<file path="config.mk">
export PLATFORM = sky130hd
export DESIGN_NAME = booth_radix4_multiplier
export DESIGN_NICKNAME = d
export VERILOG_FILES = /design/src/rtl/booth_radix4_multiplier_pkg.sv /design/src/rtl/booth_radix4_multiplier_addsub.sv /design/src/rtl/booth_radix4_multiplier.sv
export SDC_FILE = /design/constraint.sdc
export NUM_CORES = 1
export LEC_CHECK = 0
export ABC_AREA = 1
export CAP_MARGIN = 15
export CORE_ASPECT_RATIO = 1.75
export CORE_MARGIN = 3
export CORE_UTILIZATION = 30
export CTS_CLUSTER_DIAMETER = 60
export DETAILED_ROUTE_END_ITERATION = 8
export PLACE_DENSITY_LB_ADDON = 0.25
export SETUP_SLACK_MARGIN = 0.2
export SLEW_MARGIN = 0
export SYNTH_ARGS = -nofsm -noshare
export SYNTH_HDL_FRONTEND = slang
export SYNTH_SLANG_ARGS = --single-unit
export TNS_END_PERCENT = 1
</file>
<file path="constraint.sdc">
create_clock -name clk -period 5.3 [get_ports clk]
set_clock_uncertainty 0.1 [all_clocks]
set_input_delay 0.795 -clock clk [delete_from_list [all_inputs] [get_ports clk]]
set_output_delay 0.795 -clock clk [all_outputs]
set_load 0.05 [all_outputs]
</file>
<file path="src/rtl/booth_radix4_multiplier_pkg.sv">
// booth_pkg: shared FSM states, Booth digit encoding and radix-4 recoder
package booth_pkg;
  typedef enum logic {IDLE, RUN} booth_state_t;
  typedef enum logic [2:0] {DIG_0, DIG_P1, DIG_P2, DIG_M1, DIG_M2} booth_digit_t;
  function automatic booth_digit_t booth_recode(input logic [2:0] t);
    return (t == 3'b001 || t == 3'b010) ? DIG_P1 :
           (t == 3'b011)                ? DIG_P2 :
           (t == 3'b100)                ? DIG_M2 :
           (t == 3'b101 || t == 3'b110) ? DIG_M1 : DIG_0;
  endfunction
endpackage

</file>
<file path="src/rtl/booth_radix4_multiplier_addsub.sv">
// booth_addsub: combinational adder with carry-in, used for both add and subtract steps
module booth_addsub #(
  parameter int WD = 12
) (
  input  logic [WD-1:0] a,
  input  logic [WD-1:0] b,
  input  logic          cin,
  output logic [WD-1:0] sum
);
  assign sum = a + b + {{(WD-1){1'b0}}, cin};
endmodule

</file>
<file path="src/rtl/booth_radix4_multiplier.sv">
// booth_radix4_multiplier: iterative radix-4 Booth multiplier, signed/unsigned, start/busy/done
module booth_radix4_multiplier
  import booth_pkg::*;
#(
  parameter int W = 8
) (
  input  logic           clk,
  input  logic           rst,
  input  logic           start,
  input  logic           is_signed,
  input  logic [W-1:0]   mc,
  input  logic [W-1:0]   mp,
  output logic [2*W-1:0] prod,
  output logic           busy,
  output logic           done
);
  localparam int ITER = W / 2 + 1;
  localparam int CW   = $clog2(ITER + 1);
  localparam int N    = W + 2;
  localparam int AW   = N + 2;
  generate
    if (W % 2 != 0 || W < 4) begin : g_bad_w
      $error("booth_radix4_multiplier: W must be even and >= 4");
    end
  endgenerate
  booth_state_t   r_state, w_state_nxt;
  booth_digit_t   w_dig;
  logic [AW-1:0]  r_a, r_m, w_addend, w_sum, w_a_sh;
  logic [N-1:0]   r_q, w_q_sh;
  logic           r_q1, w_cin, w_last, w_load;
  logic [CW-1:0]  r_cnt;
  assign w_dig = booth_recode({r_q[1:0], r_q1});
  // Negative digits use the inverted addend plus carry-in so a single adder serves all cases
  always_comb begin
    w_addend = (w_dig == DIG_P1) ? r_m :
               (w_dig == DIG_P2) ? (r_m << 1) :
               (w_dig == DIG_M1) ? ~r_m :
               (w_dig == DIG_M2) ? ~(r_m << 1) : '0;
    w_cin    = (w_dig == DIG_M1) || (w_dig == DIG_M2);
  end
  booth_addsub #(.WD(AW)) u_addsub (
    .a  (r_a),
    .b  (w_addend),
    .cin(w_cin),
    .sum(w_sum)
  );
  assign w_a_sh = {{2{w_sum[AW-1]}}, w_sum[AW-1:2]};
  assign w_q_sh = {w_sum[1:0], r_q[N-1:2]};
  assign w_last = r_cnt == CW'(ITER - 1);
  assign w_load = (r_state == IDLE) && start;
  assign busy   = r_state == RUN;
  always_ff @(posedge clk) begin
    if (rst) r_state <= IDLE;
    else     r_state <= w_state_nxt;
  end
  always_comb begin
    w_state_nxt = (r_state == IDLE) ? (start ? RUN : IDLE) : (w_last ? IDLE : RUN);
  end
  always_ff @(posedge clk) begin
    if (rst) begin
      r_cnt <= '0;
      prod  <= '0;
      done  <= 1'b0;
    end else begin
      done <= 1'b0;
      if (w_load) begin
        r_a   <= '0;
        r_m   <= {{(AW-W){is_signed & mc[W-1]}}, mc};
        r_q   <= {{(N-W){is_signed & mp[W-1]}}, mp};
        r_q1  <= 1'b0;
        r_cnt <= '0;
      end else if (r_state == RUN) begin
        r_a   <= w_a_sh;
        r_q   <= w_q_sh;
        r_q1  <= r_q[1];
        r_cnt <= r_cnt + CW'(1);
        if (w_last) begin
          prod <= {w_a_sh[2*W-N-1:0], w_q_sh};
          done <= 1'b1;
        end
      end
    end
  end
endmodule

</file>
== After elaboration in Yosys (flattened, before gate mapping) ==
Cells that the tools add are included.

* Output and inout bits: 18
* Register bits after elaboration: 53
* Input bits: 20

* Reductions and logical operators: 10
* $add $sub $neg: 3
* Bitwise operators: 7
* Muxes and demuxes: 16
* Eq/ne operators: 11

{| class="wikitable"
|+ Operators by type and width
! kind !! count
|-
| $mux 12 || 5
|-
| $not 12->12 || 2
|-
| $mux 10 || 2
|-
| $eq 3x3->1 const B || 5
|-
| $add 12x1->12 || 1
|-
| $add 12x12->12 || 1
|-
| $eq 3x2->1 const B || 4
|-
| $mux 3 || 3
|-
| $eq 3x1->1 const B || 2
|-
| $mux 1 || 5
|-
| $reduce_and 2->1 || 2
|-
| $add 3x1->3 const B || 1
|-
| $logic_or 1x1->1 || 3
|-
| $not 1->1 || 3
|-
| $reduce_and 3->1 || 1
|-
| $reduce_or 3->1 || 1
|-
| $and 1x1->1 || 2
|-
| $mux 2 || 1
|-
| $reduce_bool 2->1 || 1
|-
| $reduce_or 2->1 || 1
|-
| $logic_and 1x1->1 || 1
|}

== Depth between registers and ports, before layout ==
* Depth after elaboration: 15
* Depth in mapped cells: 21

== Cells and area by module ==
A second synthesis with hierarchy kept.

* Cell total of the unflattened synthesis: 407
* Area, all modules: 3041.7 um^2

{| class="wikitable"
|+ Modules (own cells, without submodules)
! module !! area each (um^2) !! seq. area each (um^2) !! cells an instance !! times used
|-
| booth_radix4_multiplier || 2389.8 || 1321.3 || 285 || 1
|-
| booth_addsub || 651.9 || 0.0 || 122 || 1
|}

== Least setup slack after synthesis ==
OpenSTA, ideal clock, no wires.

* Path type: register -> register
* Start point: register r_q[0]
* End point: register r_a[8] (data pin)
* Arrival: 2.847 ns
* Library setup time: 0.258 ns
* Slack: 2.094 ns
* Stages on the path, launching flop included: 19
* Buffers on the path: 1
* Cell sequence: edfxtp_1 -> inv_1 -> ha_1 -> o21ai_4 -> nand3_4 -> buf_6 -> nand2_2 -> o21ai_1 -> o21ai_1 -> inv_1 -> fa_1 -> fa_1 -> nand3b_1 -> nand2_1 -> nand2_1 -> nand2_1 -> nand2_1 -> nand2_1 -> a21boi_1

* Longest elaborated chain between the ends: 14
* Elaborated cells between the ends (all ways): 24

{| class="wikitable"
|+ Ends and longest elaborated chain
! item !! RTL line !! source
|-
| start: declaration || booth_radix4_multiplier.sv:29 || <nowiki>logic [N-1:0] r_q, w_q_sh;</nowiki>
|-
| start signal: assignment || booth_radix4_multiplier.sv:69 || <nowiki>r_q <= {{(N-W){is_signed & mp[W-1]}}, mp};</nowiki>
|-
| start signal: assignment || booth_radix4_multiplier.sv:74 || <nowiki>r_q <= w_q_sh;</nowiki>
|-
| $eq 3x3->1 || booth_radix4_multiplier_pkg.sv:9 || <nowiki>(t == 3'b101 || t == 3'b110) ? DIG_M1 : DIG_0;</nowiki>
|-
| $logic_or 1x1->1 || booth_radix4_multiplier_pkg.sv:9 ||
|-
| $mux 2 || booth_radix4_multiplier_pkg.sv:9 ||
|-
| $mux 3 || booth_radix4_multiplier_pkg.sv:8 || <nowiki>(t == 3'b100) ? DIG_M2 :</nowiki>
|-
| $mux 3 || booth_radix4_multiplier_pkg.sv:7 || <nowiki>(t == 3'b011) ? DIG_P2 :</nowiki>
|-
| $mux 3 (*) || booth_radix4_multiplier_pkg.sv:6 || <nowiki>return (t == 3'b001 || t == 3'b010) ? DIG_P1 :</nowiki>
|-
| $eq 3x3->1 || booth_radix4_multiplier.sv:38, booth_radix4_multiplier.sv:39 ||
|-
| $mux 12 || booth_radix4_multiplier.sv:38 || <nowiki>(w_dig == DIG_M2) ? ~(r_m << 1) : '0;</nowiki>
|-
| $mux 12 || booth_radix4_multiplier.sv:37 || <nowiki>(w_dig == DIG_M1) ? ~r_m :</nowiki>
|-
| $mux 12 || booth_radix4_multiplier.sv:36 || <nowiki>(w_dig == DIG_P2) ? (r_m << 1) :</nowiki>
|-
| $mux 12 || booth_radix4_multiplier.sv:35 || <nowiki>w_addend = (w_dig == DIG_P1) ? r_m :</nowiki>
|-
| $add 12x12->12 || booth_radix4_multiplier_addsub.sv:10 || <nowiki>assign sum = a + b + {{(WD-1){1'b0}}, cin};</nowiki>
|-
| $add 12x1->12 (*) || booth_radix4_multiplier_addsub.sv:10 ||
|-
| $mux 12 (*) || booth_radix4_multiplier.sv:72 || <nowiki>end else if (r_state == RUN) begin</nowiki>
|-
| end signal: assignment || booth_radix4_multiplier.sv:73 || <nowiki>r_a <= w_a_sh;</nowiki>
|-
| end: declaration || booth_radix4_multiplier.sv:28 || <nowiki>logic [AW-1:0] r_a, r_m, w_addend, w_sum, w_a_sh;</nowiki>
|}

Mark *: on every way between the ends. The rest lies on a longest branch, timed or not. The select of a mux whose other input is x is not followed.
A chain may end at the register's enable or synchronous reset.

== Final worst setup path ==
Ends and elaborated chain as after synthesis.

==> impl_metrics.xml <==
<?xml version="1.0" encoding="UTF-8"?>
<metrics>
  <group name="setup_path">
    <metric name="largest_delay_contributor_family_on_the_critical_path" unit="">adder cells</metric>
    <metric name="crit_path_end_kind" unit="">register</metric>
    <metric name="crit_type" unit="">reg2reg</metric>
    <metric name="signal_arrival_time_at_the_worst_endpoint" unit="ps">3620</metric>
    <metric name="cp_slowest_stage_delay" unit="ps">480</metric>
    <metric name="worst-r2r-setup-slack" unit="ps">1630</metric>
    <metric name="critical_path.max_fanout" unit="">19</metric>
    <metric name="timing.critical_path.slowest_stage_cell" unit="">o21ai_4</metric>
    <metric name="path_cells" unit="">inv_1 -&gt; ha_1 -&gt; o21ai_4 -&gt; nand3_4 -&gt; nand2_2 -&gt; o21ai_1 -&gt; o21ai_1 -&gt; inv_1 -&gt; fa_1 -&gt; fa_1 -&gt; nand3b_1 -&gt; nand2_1 -&gt; nand2_1 -&gt; nand2_1 -&gt; nand2_1 -&gt; nand2_1 -&gt; a21boi_1</metric>
    <metric name="crit_buf_inv" unit="">2</metric>
    <metric name="worst_ep_required_time" unit="ps">5250</metric>
    <metric name="worst_path_most_repeated_cell" unit="">nand2_1</metric>
    <metric name="worst_setup_path_start_kind" unit="">register</metric>
  </group>
  <group name="detailed_routing">
    <metric name="drcViolationCount" unit="">0</metric>
    <metric name="drt-wirelength-per-cell" unit="um">13.4</metric>
    <metric name="firstDrtPassIters" unit="">4</metric>
    <metric name="drt_iter0_drc" unit="">81</metric>
    <metric name="drt-total-wl" unit="um">6810</metric>
    <metric name="via_density_per_instance" unit="">4.78</metric>
    <metric name="vias" unit="">2422</metric>
    <metric name="ant_nets" unit="">0</metric>
  </group>
  <group name="clocking">
    <metric name="clock_latency" unit="ps">300</metric>
    <metric name="cts.repair.resized" unit="">0</metric>
    <metric name="cts_hold_repair.buffers" unit="">0</metric>
    <metric name="post_cts_buffers" unit="">0</metric>
    <metric name="cts_tree" unit="">built</metric>
    <metric name="ctsLongestPathBuffers" unit="">2</metric>
    <metric name="clk_pin_slew_worst_paths" unit="ps">70</metric>
    <metric name="clock-root-buffer" unit="">clkbuf_16</metric>
    <metric name="ctsHtreeMaxLevel" unit="">2</metric>
    <metric name="numCtsBuffers" unit="">5</metric>
    <metric name="cts.sink_count" unit="">51</metric>
  </group>
  <group name="timing">
    <metric name="slack_of_the_critical_path" unit="ps">1630</metric>
    <metric name="tightest_slew" unit="ps">854</metric>
    <metric name="finalSetupViolations" unit="">0</metric>
    <metric name="report.final.hold_viol_count" unit="">0</metric>
    <metric name="maxClockFrequency" unit="MHz">272</metric>
    <metric name="final.setup.tns" unit="ps">0</metric>
    <metric name="final.period_utilization" unit="%">69.3</metric>
    <metric name="slew_headroom" unit="%">42.8</metric>
    <metric name="rsz0062_at_grt" unit="">false</metric>
    <metric name="maxSlewViolCount" unit="">0</metric>
    <metric name="min_period" unit="ps">3670</metric>
  </group>
  <group name="final_layout">
    <metric name="antennaDiodeCount" unit="">0</metric>
    <metric name="design.final.nets" unit="">423</metric>
    <metric name="syn_to_final_growth" unit="%">21.6</metric>
    <metric name="final-instance-count-excl-fill" unit="">507</metric>
    <metric name="final_design_area_no_fill" unit="sq mm">0.00350</metric>
    <metric name="layout-drive-gt1-share" unit="%">7.75</metric>
  </group>
  <group name="yosys">
    <metric name="synth_seq_area_share" unit="%">45.9</metric>
    <metric name="syn-mean-instance-area" unit="sq um">8.21</metric>
    <metric name="synth_most_common_cell" unit="">nand2_1</metric>
    <metric name="synthCells" unit="">351</metric>
    <metric name="synth_warnings" unit="">0</metric>
    <metric name="synth.lib_cells_used.distinct" unit="">31</metric>
    <metric name="post_synth_instance_area" unit="sq mm">0.00288</metric>
    <metric name="ys_seq_elements" unit="">51</metric>
    <metric name="most_frequent_cells_after_synthesis" unit="">nand2_1 (98), inv_1 (41), edfxtp_1 (30)</metric>
    <metric name="synth_top_cells_by_area" unit="">edfxtp_1 (31%), dfxtp_1 (15%), nand2_1 (13%)</metric>
    <metric name="syn-num-nets" unit="">388</metric>
    <metric name="synth_edf_count" unit="">30</metric>
    <metric name="netlist.top_cell.by_area" unit="">edfxtp_1</metric>
    <metric name="postSynth.asyncResetShare" unit="%">0</metric>
    <metric name="netlist.area_leader.share" unit="%">31.3</metric>
    <metric name="ys.flop_type" unit="">edfxtp_1</metric>
  </group>
  <group name="die">
    <metric name="chipWidth" unit="um">80.1</metric>
    <metric name="io_pins" unit="">38</metric>
    <metric name="coreArea" unit="sq mm">0.00921</metric>
    <metric name="rows" unit="">46</metric>
    <metric name="die_height" unit="um">136</metric>
    <metric name="initial_core_util" unit="%">31.3</metric>
    <metric name="die_area" unit="sq mm">0.0109</metric>
  </group>
  <group name="global_route">
    <metric name="antenna_found_initial" unit="">0</metric>
    <metric name="grt_pass1_vias" unit="">2492</metric>
    <metric name="grt_pass1_wl" unit="um">11300</metric>
    <metric name="maximum_number_of_pins_on_one_net_before_global_route_repair" unit="">23</metric>
    <metric name="grt_remaining_overflow" unit="">0</metric>
    <metric name="global_route.usage.total" unit="%">13.4</metric>
  </group>
  <group name="placed_design">
    <metric name="cell_area_placed" unit="sq mm">0.00336</metric>
    <metric name="dpl.cell_count" unit="">499</metric>
    <metric name="post-dp-hpwl" unit="um">5220</metric>
    <metric name="gp_congestion" unit="">0.889</metric>
    <metric name="io_buffers" unit="">37</metric>
    <metric name="dp_slack" unit="ps">1610</metric>
  </group>
  <group name="power_and_ir_drop">
    <metric name="power_leakage" unit="uW">0.00150</metric>
    <metric name="power.density_cell_area" unit="mW/mm^2">301</metric>
    <metric name="totalPowerFinal" unit="uW">1050</metric>
    <metric name="irDropWorstVdd" unit="mV">0.237</metric>
  </group>
  <group name="min_path">
    <metric name="hold_path.class" unit="">reg2reg</metric>
  </group>
  <group name="outcome">
    <metric name="run_status" unit="">finished clean</metric>
  </group>
  <group name="flow_run">
    <metric name="max_cap_viol_count" unit="">0</metric>
  </group>
</metrics>
==> cells in the final DEF, fill, tap and decap left out, drive strengths merged <==
cell | synthesis | layout
buf | 8 | 2
xor2 | 3 | 3
and2 | 1 | 1
o21ai | 24 | 24
o21bai | 3 | 3
and3 | 1 | 1
inv | 44 | 46
a21oi | 35 | 35
clkdlybuf4s50 | 0 | 37
a21boi | 2 | 2
nor2 | 30 | 30
o21a | 3 | 3
dfxtp | 21 | 21
ha | 15 | 15
edfxtp | 30 | 30
nand3b | 2 | 2
nand2 | 102 | 102
nand4 | 8 | 8
nand3 | 12 | 12
clkinv | 0 | 1
clkbuf | 3 | 5
nor3 | 2 | 2
fa | 2 | 2
==> layer usage <==
| metal | share of wire, % | track usage (%) | vias up |
|---|---|---|---|
| li1 | - | - | 1226 |
| met1 | 39 | 13.7 | 1151 |
| met2 | 55 | 25.1 | 33 |
| met3 | 3.1 | 2.73 | 12 |
| met4 | 2.4 | 6.02 | 0 |
| met5 | 0 | 0 | - |
==> through the flow <==
step	util (%)	hold WS [ps]
6_report	38.0	367
5_1_grt	38.0	393
3_5_place_dp	36.4	358
3_3_place_gp	36.4	359
4_1_cts	38.0	374
2_1_floorplan	-	355
==> kinds of logic after synthesis <==
kind of cell | after synthesis | share of synthesized area, %
adder cells (fa/ha/maj) | 17 | 7.91
XOR/XNOR | 3 | 0.912
AO/OA/AOI/OAI | 67 | 14.2
flip-flops | 51 | 45.9
AND/OR/NAND/NOR | 158 | 23.2
buffers and inverters | 55 | 7.95
==> tightest hold or removal path: stages, from the launching register on <==
cell and delay [ps]:
dfxtp_1 310, nand2_1 60, a21oi_1 50
==> state kept, by name (all words and copies together), names as in the netlist <==
register and cells:
busy 1, done 1, prod 16, r_a 10, r_cnt 3, r_m 9
r_q 10, r_q1 1
==> final cells by class <==
| class | count | area (sq um) |
|---|---|---|
| clock buffers | 5 | 125 |
| clock inverters | 3 | 22.5 |
| fillers | 975 | 5710 |
| inverters | 44 | 165 |
| multi-input cells | 245 | 1330 |
| flip-flops and latches | 51 | 1320 |
| well taps | 120 | 150 |
| repair buffers | 39 | 385 |
==> where the power goes <==
part,switching [uW],internal (uW)
sequential,12.8,454
combinational,161,95.1
clock,152,178
==> path summary, 6_finish.rpt <==
kind,startpoint,end,cells after the start
max,r_q[0],r_a[8],17
min,prod[4],prod[4],2
max reg2reg,r_q[0],r_a[8],17
min reg2reg,prod[4],prod[4],2
Power figures use the tool's default switching activity.
